`src/rtl/booth_pkg.sv`:
```
// Shared types and sizing helpers for the Booth product/shift register.
package booth_pkg;

    typedef enum logic [1:0] {
        IDLE = 2'd0,
        RUN  = 2'd1,
        DONE = 2'd2
    } state_t;

    // Bits retired per step for each Booth radix.
    localparam int RADIX2_STEP = 1;
    localparam int RADIX4_STEP = 2;

    // Number of steps needed to retire all multiplier bits.
    function automatic int iter_of(input int width, input int step_bits);
        return width / step_bits;
    endfunction

    // The count must be able to hold ITER itself, so it gets one spare bit.
    function automatic int cnt_w_of(input int width, input int step_bits);
        return $clog2(width / step_bits) + 1;
    endfunction

endpackage

```
`src/rtl/en_shift_reg.sv`:
```
// Enabled register with asynchronous clear, parallel load and an
// arithmetic right shift that pulls new upper bits in from i_hi.
module en_shift_reg #(
    parameter int PW = 65,   // register width
    parameter int HW = 33,   // width of the incoming upper slice
    parameter int SH = 2     // shift distance per enabled cycle
) (
    input  logic          clk,
    input  logic          clr,
    input  logic          i_load,
    input  logic          i_en,
    input  logic [PW-1:0] i_load_val,
    input  logic [HW-1:0] i_hi,
    output logic [PW-1:0] o_q
);

    logic [PW-1:0]   r_q;
    logic signed [PW:0] w_s;
    logic [PW-1:0]   w_shift;

    // The incoming slice replaces the top of the register; the combined word
    // is one bit wider, so sign fill comes from i_hi's MSB.
    assign w_s     = {i_hi, r_q[PW-HW:0]};
    assign w_shift = PW'(w_s >>> SH);

    // Load wins over shift; with neither the register holds.
    always_ff @(posedge clk or posedge clr) begin
        if (clr)
            r_q <= '0;
        else if (i_load)
            r_q <= i_load_val;
        else if (i_en)
            r_q <= w_shift;
    end

    assign o_q = r_q;

endmodule

```
`src/rtl/booth_product_reg.sv`:
```
// Product/shift register and step sequencer for the iterative Booth multiplier.
// Optional: define BOOTH_PRODUCT_REG_OVF_EN to add the registered ovf output.
module booth_product_reg
    import booth_pkg::*;
#(
    parameter int WIDTH     = 32,
    parameter int STEP_BITS = RADIX4_STEP
) (
    input  logic                                    clk,
    input  logic                                    clr,
    input  logic                                    start,
    input  logic [WIDTH-1:0]                        multiplier,
    input  logic                                    step_en,
    input  logic                                    abort,
    input  logic [WIDTH:0]                          sum_in,
    output logic [STEP_BITS:0]                      booth_bits,
    output logic [WIDTH-1:0]                        upper,
    output logic [2*WIDTH-1:0]                      product,
    output logic [cnt_w_of(WIDTH, STEP_BITS)-1:0]   count,
    output logic                                    busy,
    output logic                                    done
`ifdef BOOTH_PRODUCT_REG_OVF_EN
    ,
    output logic                                    ovf
`endif
);

    localparam int ITER = iter_of(WIDTH, STEP_BITS);
    localparam int CW   = cnt_w_of(WIDTH, STEP_BITS);
    localparam int PW   = 2 * WIDTH + 1;

    state_t          r_state;
    state_t          w_state_nx;
    logic [CW-1:0]   r_count;
    logic            w_load;
    logic            w_step;
    logic [PW-1:0]   w_p;

    // Multiplier lands in the middle with a zero Booth guard bit below it.
    en_shift_reg #(
        .PW (PW),
        .HW (WIDTH + 1),
        .SH (STEP_BITS)
    ) u_p (
        .clk        (clk),
        .clr        (clr),
        .i_load     (w_load),
        .i_en       (w_step),
        .i_load_val ({{WIDTH{1'b0}}, multiplier, 1'b0}),
        .i_hi       (sum_in),
        .o_q        (w_p)
    );

    // State register.
    always_ff @(posedge clk or posedge clr) begin
        if (clr)
            r_state <= IDLE;
        else
            r_state <= w_state_nx;
    end

    // Next state plus load/step strobes; abort beats step_en, and DONE lasts one cycle.
    always_comb begin
        w_state_nx = r_state;
        w_load     = 1'b0;
        w_step     = 1'b0;
        case (r_state)
            IDLE: begin
                if (start) begin
                    w_load     = 1'b1;
                    w_state_nx = RUN;
                end
            end
            RUN: begin
                if (abort) begin
                    w_state_nx = IDLE;
                end else if (step_en) begin
                    w_step = 1'b1;
                    if (r_count == CW'(ITER - 1))
                        w_state_nx = DONE;
                end
            end
            DONE:    w_state_nx = IDLE;
            default: w_state_nx = IDLE;
        endcase
    end

    // Completed-step counter; cleared on load, frozen on stall or abort.
    always_ff @(posedge clk or posedge clr) begin
        if (clr)
            r_count <= '0;
        else if (w_load)
            r_count <= '0;
        else if (w_step)
            r_count <= r_count + CW'(1);
    end

`ifdef BOOTH_PRODUCT_REG_OVF_EN
    logic r_ovf;

    // Result overflows a signed WIDTH value when the high half is not pure sign.
    always_ff @(posedge clk or posedge clr) begin
        if (clr)
            r_ovf <= 1'b0;
        else if (w_load)
            r_ovf <= 1'b0;
        else if (r_state == DONE)
            r_ovf <= (w_p[2*WIDTH:WIDTH+1] != {WIDTH{w_p[WIDTH]}});
    end

    assign ovf = r_ovf;
`endif

    assign booth_bits = w_p[STEP_BITS:0];
    assign upper      = w_p[2*WIDTH:WIDTH+1];
    assign product    = w_p[2*WIDTH:1];
    assign count      = r_count;
    assign busy       = (r_state == RUN);
    assign done       = (r_state == DONE);

endmodule
```
`config.mk`:
```
export PLATFORM = sky130hd
export DESIGN_NAME = booth_product_reg
export DESIGN_NICKNAME = d
export VERILOG_FILES = /design/src/rtl/booth_pkg.sv /design/src/rtl/en_shift_reg.sv /design/src/rtl/booth_product_reg.sv
export SDC_FILE = /design/constraint.sdc
export NUM_CORES = 1
export LEC_CHECK = 0
export CAP_MARGIN = 20
export CORE_UTILIZATION = 40
export CTS_BUF_LIST = sky130_fd_sc_hd__clkbuf_8
export CTS_CLUSTER_SIZE = 12
export DETAILED_ROUTE_END_ITERATION = 16
export PLACE_DENSITY = 0.81
export SYNTH_ARGS = -nofsm -noshare
export SYNTH_HDL_FRONTEND = slang
export SYNTH_SLANG_ARGS = --single-unit
```
`constraint.sdc`:
```
create_clock -name clk -period 4.64 [get_ports clk]
set_input_delay 0.928 -clock clk [delete_from_list [all_inputs] [get_ports clk]]
set_output_delay 0.928 -clock clk [all_outputs]
set_load 0.01 [all_outputs]
```
# Yosys cells after proc, flatten, opt, wreduce, memory -nomap -nowiden
# Index checks and enable logic that the tools add are counted.
[word_totals]
register_bits = 72
input_bits = 70
output_inout_bits = 106
word_cells = 27
[classes]
add_sub_neg = 1
eq_ne = 6
muxes = 14
reduce_logical = 3
[op_table]
columns = ["operator", "n"]
rows = [
  ["2-to-1 mux 65 bit", 2],
  ["2-to-1 mux 5 bit", 2],
  ["2-to-1 mux 2 bit", 4],
  ["adder 5 x 1 -> 5 bit (second input constant)", 1],
  ["equality test 5 x 4 -> 1 bit (second input constant)", 1],
  ["2-to-1 mux 1 bit", 5],
  ["case mux 2 bit (2 select lines)", 1],
  ["!= test 3 x 2 -> 1 bit (second input constant)", 1],
  ["!= test 3 bit (second input constant)", 1],
  ["AND reduction 3 bit", 1],
  ["equality test 2 x 1 -> 1 bit (second input constant)", 1],
  ["equality test 2 bit (second input constant)", 1],
  ["logical NOT 2 bit", 1],
  ["!= test 2 bit (second input constant)", 1],
  ["nonzero test 2 bit", 1],
]

# Depth between registers and ports, before layout
# Gate-level depths: netlist (run 1).
[logic_depth]
word_depth = 5
depth_mapped = 6
ltp_nobuf = 5

# By module
# From an unflattened synthesis (run 1), not the netlist that was laid out.
[unflattened]
hier_cells = 352
hier_area_um2 = 3666.0
[by_module_without_submodules]
columns = ["module", "n_inst", "cells_each", "area_each_um2", "seq_area_each_um2"]
rows = [
  ["en_shift_reg", 1, 282, 3035.4, 1626.6],
  ["booth_product_reg", 1, 70, 630.6, 175.2],
]

# Worst setup path after synthesis (run 1)
# OpenSTA, ideal clock, no wires.
[synth_timing]
path_kind = "in2reg"
startpoint = "in abort"
endpoint = "reg u_p.r_q[10] (netlist: u_p.o_q[10])"
setup_ns = 0.118
t_arrival_ns = 1.810
required_time_ns = 4.522
path_slack_ns = 2.712
path_stages = 6
path_buffers = 3
path_cell_list = "and4bb_1 > buf_4 > nor2_4 > buf_4 > buf_6 > a21o_1"
[synth_between]
elab_chain_len = 3
[synth_lines]
columns = ["element", "line_no", "text"]
rows = [
  ["start, declared", "booth_product_reg.sv:14", "input logic abort,"],
  ["2-to-1 mux 1 bit", "booth_product_reg.sv:75", "if (abort) begin"],
  ["2-to-1 mux 1 bit", "booth_product_reg.sv:67", "case (r_state)"],
  ["nonzero test 2 bit (no line)", "n/a", ""],
  ["end signal, assigned", "en_shift_reg.sv:31", "r_q <= i_load_val;"],
  ["end signal, assigned", "en_shift_reg.sv:33", "r_q <= w_shift;"],
  ["end, declared", "en_shift_reg.sv:17", "logic [PW-1:0] r_q;"],
]
# Every way passes these cells.
# A chain may end at the register's enable or synchronous reset.

# Worst setup path in the final report (run 1)
[layout_timing]
startpoint = "in start"
endpoint = "reg r_count[0] (netlist: count[0])"
[layout_between]
elab_chain_len = 3
elab_cells_between_ends = 4
cone_classes = "mux: 3; reduce/logical: 1"
[layout_lines]
columns = ["element", "line_no", "text"]
rows = [
  ["start, declared", "booth_product_reg.sv:11", "input logic start,"],
  ["2-to-1 mux 1 bit (*)", "booth_product_reg.sv:69", "if (start) begin"],
  ["2-to-1 mux 1 bit (*)", "booth_product_reg.sv:67", ""],
  ["2-to-1 mux 5 bit or nonzero test 2 bit (tied branches)", "n/a", ""],
  ["end signal, assigned", "booth_product_reg.sv:95", "r_count <= r_count + CW'(1);"],
  ["end, declared", "booth_product_reg.sv:34", "logic [CW-1:0] r_count;"],
]
# Mark *: on every way between the ends. The rest lies on a longest branch, timed or not.

==> results of run 1 <==
-- sequential cells by signal (all words and copies together) (netlist names) --
| name | flops |
|---|---|
| r_state | 2 |
| u_p.o_q | 64 |
| count | 5 |
-- worst min path at each step --
stage                            from          end  cells past startpoint
after floorplan              count[3]     count[3]                      1
after global routing      u_p.o_q[11]  u_p.o_q[11]                      1
after global placement     u_p.o_q[4]   u_p.o_q[4]                      1
after CTS                 u_p.o_q[11]  u_p.o_q[11]                      1
after detailed placement  u_p.o_q[17]  u_p.o_q[17]                      1
final                     u_p.o_q[11]  u_p.o_q[11]                      1
-- layer usage --
layer	wire length, um	share of wire (%)	global-route usage [%]	vias to the layer above
li1	-	-	-	1139
met2	3990	49	34.2	122
met3	577	7.1	4.97	10
met1	3470	43	25.9	1254
met5	0	0	0	-
met4	122	1.5	7.80	0
-- logic make-up (layout without fill, tap and decap cells) --
kind of cell / count (synthesis) / count (layout) / synth area share [%]
compound gates: 99 / 99 / 26.2
flops: 71 / 71 / 56.5
buf+inv: 56 / 198 / 12.3
simple gates: 13 / 13 / 3.18
mux: 3 / 3 / 0.994
fa+ha+maj: 2 / 2 / 0.795
-- synthesized netlist by cell type (all sizes together) --
| library cell | count |
|---|---|
| dfrtp | 71 |
| a22o | 66 |
| buf | 48 |
| a21o | 33 |
| clkbuf | 5 |
| inv | 3 |
| nor2b | 3 |
| and3 | 2 |
| ha | 2 |
| mux2i | 2 |
| nand2 | 2 |
| nand2b | 2 |
| and4bb | 1 |
| mux2 | 1 |
| nand4 | 1 |
| nor2 | 1 |
| nor3b | 1 |
-- worst max-delay path, delay by kind of cell --
| kind | cells | cell delay, ns |
|---|---|---|
| muxes | 1 | 0.36 |
| buffers and inverters | 3 | 1.15 |
| and+or+nand+nor | 2 | 0.19 |
-- final cells by class --
cell class                      instances  area (um^2)
Fill cell                             575         2530
Multi-Input combinational cell        117          982
Inverter                                3         11.3
Tap cell                               99          124
Sequential cell                        71         1780
Clock buffer                            9          124
Timing Repair Buffer                  179         1780
Clock inverter                          7         81.3
-- power groups by stage --
stage | Clock, uW | Combinational (uW) | Sequential (uW)
2_1_floorplan | 0 | 255 | 869
4_1_cts | 528 | 638 | 829
3_3_place_gp | 0 | 626 | 834
5_1_grt | 553 | 668 | 845
3_5_place_dp | 0 | 635 | 837
6_report | 510 | 629 | 828
-- per-stage QoR --
step	worst slack (ns)	instances	power [uW]	util [%]
global placement	1.86	469	1460	63.1
finish	2.17	485	1970	65.9
detailed placement	1.82	469	1470	63.1
global route	2.08	485	2070	65.9
CTS	2.17	485	1990	65.9
floorplan	1.92	244	1120	-
==> reports/metrics.csv, run 1 <==
metric;value;unit
status;completed;
Mapped Nets;316;
post-synth top area share;56.5;%
critical path launch point type;input pin;
worst-path cell chain;clkdlybuf4s50_1 > nor3b_4 > buf_4 > nor2_4 > buf_4 > mux2_2;
max incr delay on CP;0.46;ns
vias per cell;5.21;
first-pass GRT wire length;13400;um
largest net degree at the start of global routing;70;
Reg power frac;42.1;%
GRT Util Overall;20.6;%
most frequent cells in the layout;clkdlybuf4s50_1, dfrtp_1, a22o_1, a21o_1, clkbuf_8;
Final period util;53.2;%
FF+latch count, synth;71;
Worst Setup EP;count[0];
Ant. Diodes;0;
P&R area growth vs syn;55.1;%
GRT overflow;0;
core area;0.00741;mm^2
CTS tree;built;
crit path max-delay cell type;clkdlybuf4s50_1;
placed instance area;0.00468;mm^2
DRT Wirelength;8160;um
R2R setup slack;2.76;ns
post-synthesis sequential area ratio;56.5;%
Setup-failing EPs final;0;
Die ar.;0.00823;mm^2
crit path from;start;
Yosys top cell by area;dfrtp_1;
combinational cell fraction of total power;32.0;%
post-route clock skew;0.00756;ns
clk_lat worst skew;0.34;ns
top cells by area, synth;dfrtp_1, a22o_1, buf_4, a21o_1, buf_6;
TritonCTS Buffers;9;
Warnings, synthesis;0;
clock transition at the registers of the reported paths;0.07;ns
fin crit period;2.47;ns
synthesized area;0.00315;mm^2
Hold Buf Count CTS;0;
number of global-route vias before repair;2510;
Post-Syn Instances;244;
Clock Path Buffers;2;
final setup TNS;0;ns
worst flop-to-flop path startpoint;r_state[1];
FF-to-FF End;count[0];
nets@finish;453;
Final ANT Viol Nets;0;
share of cells above drive strength 1;5.70;%
crit path DAT;2.69;ns
Rows;31;
Power Density;403;mW/mm^2
DP HPWL;5630;um
post-cts sizing count;0;
leakage power;0.00231;uW
most common cell after layout, fill and taps aside;clkdlybuf4s50_1;
VDD IR max;0.232;mV
total iterations of the first detailed-routing run;4;
Worst-Margin Slew;0.703;ns
Peak Freq;405;MHz
clock share of power;25.9;%
Hold Vio Cnt, Final;0;
Critical Path Sink Type;register;
Final Wtd Congestion;0.797;
Die X;90.7;um
Required @ worst endpoint;4.86;ns
Switch Pwr;551;uW
Internal;1420;uW
Hold Path Class;reg2reg;
initial antenna violation count;0;
Die Y-Extent;90.7;um
H-tree levels;3;
syn_area_per_cell;12.9;um^2
WL/cell;16.8;um
buffers added on ports;175;
post-CTS setup buffer count;0;
initial core utilization;42.5;%
I/O Pins;176;
sw frac;28.0;%
WS Path Type;in2reg;
Num Clock Sinks;71;
most frequent CP cell;buf_4;
Starting DRT DRC Count;88;
via count;2525;
root buf cell;clkbuf_8;
RSZ-0062 raised after global routing;false;
Slew headroom;53.1;%
worst r2r path cells;5;
Hold WS;0.510;ns
Yosys cell types;19;
# Max-Cap Violations;0;
Pins Over Slew Limit;0;
CP Max Fanout;67;
design area;0.00488;mm^2
DRC;0;
(Power assumes the default switching activity.)
==> inputs of run 2 (changes only) <==
==> constraint.sdc (replaced) <==
create_clock -name clk -period 2.3 [get_ports clk]
set_input_delay 0.46 -clock clk [delete_from_list [all_inputs] [get_ports clk]]
set_output_delay 0.46 -clock clk [all_outputs]
set_load 0.01 [all_outputs]
==> reports/metrics.csv, run 2 (synthesized netlist as in run 1, its figures left out) <==
metric;value;unit;change
clk_lat worst skew;0.33;ns;about the same
vias per cell;5.10;;-2.1%
P&R area growth vs syn;57.5;%;
post-CTS setup buffer count;0;;unchanged
most common cell after layout, fill and taps aside;clkdlybuf4s50_1;;
# fillers;560;;-2.6%
GRT Util Overall;20.2;%;-0.43 points
max incr delay on CP;0.55;ns;+0.09 ns
via count;2487;;-1.5%
largest net degree at the start of global routing;43;;-39%
initial antenna violation count;0;;unchanged
Starting DRT DRC Count;55;;-38%
Final ANT Viol Nets;0;;unchanged
Slew headroom;65.2;%;+12 points
Peak Freq;516;MHz;
I/O Pins;176;;unchanged
Num Clock Sinks;71;;unchanged
Die X;90.7;um;unchanged
final setup TNS;0;ns;unchanged
crit path max-delay cell type;clkdlybuf4s50_1;;
status;completed;;
H-tree levels;3;;unchanged
nets@finish;456;;+0.66%
critical path launch point type;register;;
Hold Vio Cnt, Final;0;;unchanged
Worst-Margin Slew;0.523;ns;-0.180 ns
Final Wtd Congestion;0.785;;-1.5%
number of global-route vias before repair;2503;;-0.28%
Die ar.;0.00823;mm^2;unchanged
WS Path Type;reg2out;;
max reg flops;64;;unchanged
root buf cell;clkbuf_8;;
Power Density;802;mW/mm^2;+99%
crit path DAT;1.48;ns;-1.21 ns
RSZ-0062 raised after global routing;false;;
CP Max Fanout;4;;-94%
initial core utilization;42.5;%;unchanged
Rows;31;;unchanged
CTS tree;built;;
worst-path cell chain;nor2b_1 > clkdlybuf4s50_1;;
DRC;0;;unchanged
Clock Path Buffers;2;;unchanged
Die Y-Extent;90.7;um;unchanged
most frequent cells in the layout;clkdlybuf4s50_1, dfrtp_1, a22o_1, a21o_1, clkbuf_8;;
# Max-Cap Violations;0;;unchanged
post-cts sizing count;0;;unchanged
Pins Over Slew Limit;0;;unchanged
Setup-failing EPs final;0;;unchanged
buffers added on ports;175;;unchanged
first-pass GRT wire length;13100;um;-1.9%
Hold Path Class;reg2reg;;
share of cells above drive strength 1;6.94;%;+1.2 points
DP HPWL;5680;um;+0.90%
TritonCTS Buffers;9;;unchanged
Critical Path Sink Type;output pin;;
Hold Buf Count CTS;0;;unchanged
core area;0.00741;mm^2;unchanged
Design Power;3970;uW;+100%
post-route clock skew;0.00936;ns;+0.00181 ns
clock transition at the registers of the reported paths;0.07;ns;about the same
Final period util;84.2;%;
VDD IR max;0.485;mV;+110%
GRT overflow;0;;unchanged
fin crit period;1.94;ns;
WL/cell;16.6;um;-1.3%
Ant. Diodes;0;;unchanged
DRT Wirelength;8110;um;-0.65%
Required @ worst endpoint;1.84;ns;-3.02 ns
total iterations of the first detailed-routing run;4;;unchanged
leakage power;0.00233;uW;+0.75%
-- run 2: report_power, final --
part | leakage, uW | switching [uW] | internal [uW] | total, uW
clock | 0.000103 | 447 | 558 | 1010
sequential | 0.000917 | 200 | 1470 | 1670
combinational | 0.00131 | 481 | 819 | 1300
total | 0.00233 | 1130 | 2850 | 3970
-- run 2: final cells by class --
class | count | area [um^2] | area share [%]
Multi-Input combinational cell | 117 | 982 | 19.8
Tap cell | 99 | 124 | 2.50
Clock buffer | 11 | 151 | 3.05
Sequential cell | 71 | 1780 | 35.8
Timing Repair Buffer | 182 | 1850 | 37.4
Clock inverter | 5 | 57.6 | 1.16
Inverter | 3 | 11.3 | 0.227
-- run 2: final timing paths --
kind,start,to,slack [ns],depth (start not counted)
hold / removal,u_p.o_q[10],u_p.o_q[10],0.51,1
setup / recovery,r_state[0],busy,0.36,2
hold reg to reg,u_p.o_q[10],u_p.o_q[10],0.51,1
setup reg to reg,r_state[1],count[0],0.71,4
max in group asynchronous,clr,u_p.o_q[7],1.34,3
min in group asynchronous,clr,u_p.o_q[42],0.53,3
-- run 2: critical path, delay by kind of cell (launching register included) --
family | cells | cell delay (ns)
flops | 1 | 0.42
buf+inv | 1 | 0.55
simple gates | 1 | 0.18
-- run 2: metal layers --
layer | track usage [%] | routed length (um) | vias to the layer above
met4 | 7.53 | 133 | 0
li1 | - | - | 1144
met3 | 5.13 | 670 | 12
met5 | 0 | 0 | -
met2 | 31.9 | 3840 | 122
met1 | 26.6 | 3460 | 1209
-- run 2: through the flow --
| stage | area, um^2 | std cells | utilization (%) | hold slack [ns] | setup slack [ns] |
|---|---|---|---|---|---|
| 2_1_floorplan | 3150 | 244 | - | 0.522 | 0.0434 |
| 3_3_place_gp | 4750 | 472 | 64.1 | 0.485 | 0.309 |
| 3_5_place_dp | 4750 | 472 | 64.1 | 0.495 | 0.272 |
| 4_1_cts | 4960 | 488 | 66.9 | 0.512 | 0.341 |
| 5_1_grt | 4960 | 488 | 66.9 | 0.522 | 0.294 |
| 6_report | 4960 | 488 | 66.9 | 0.505 | 0.363 |
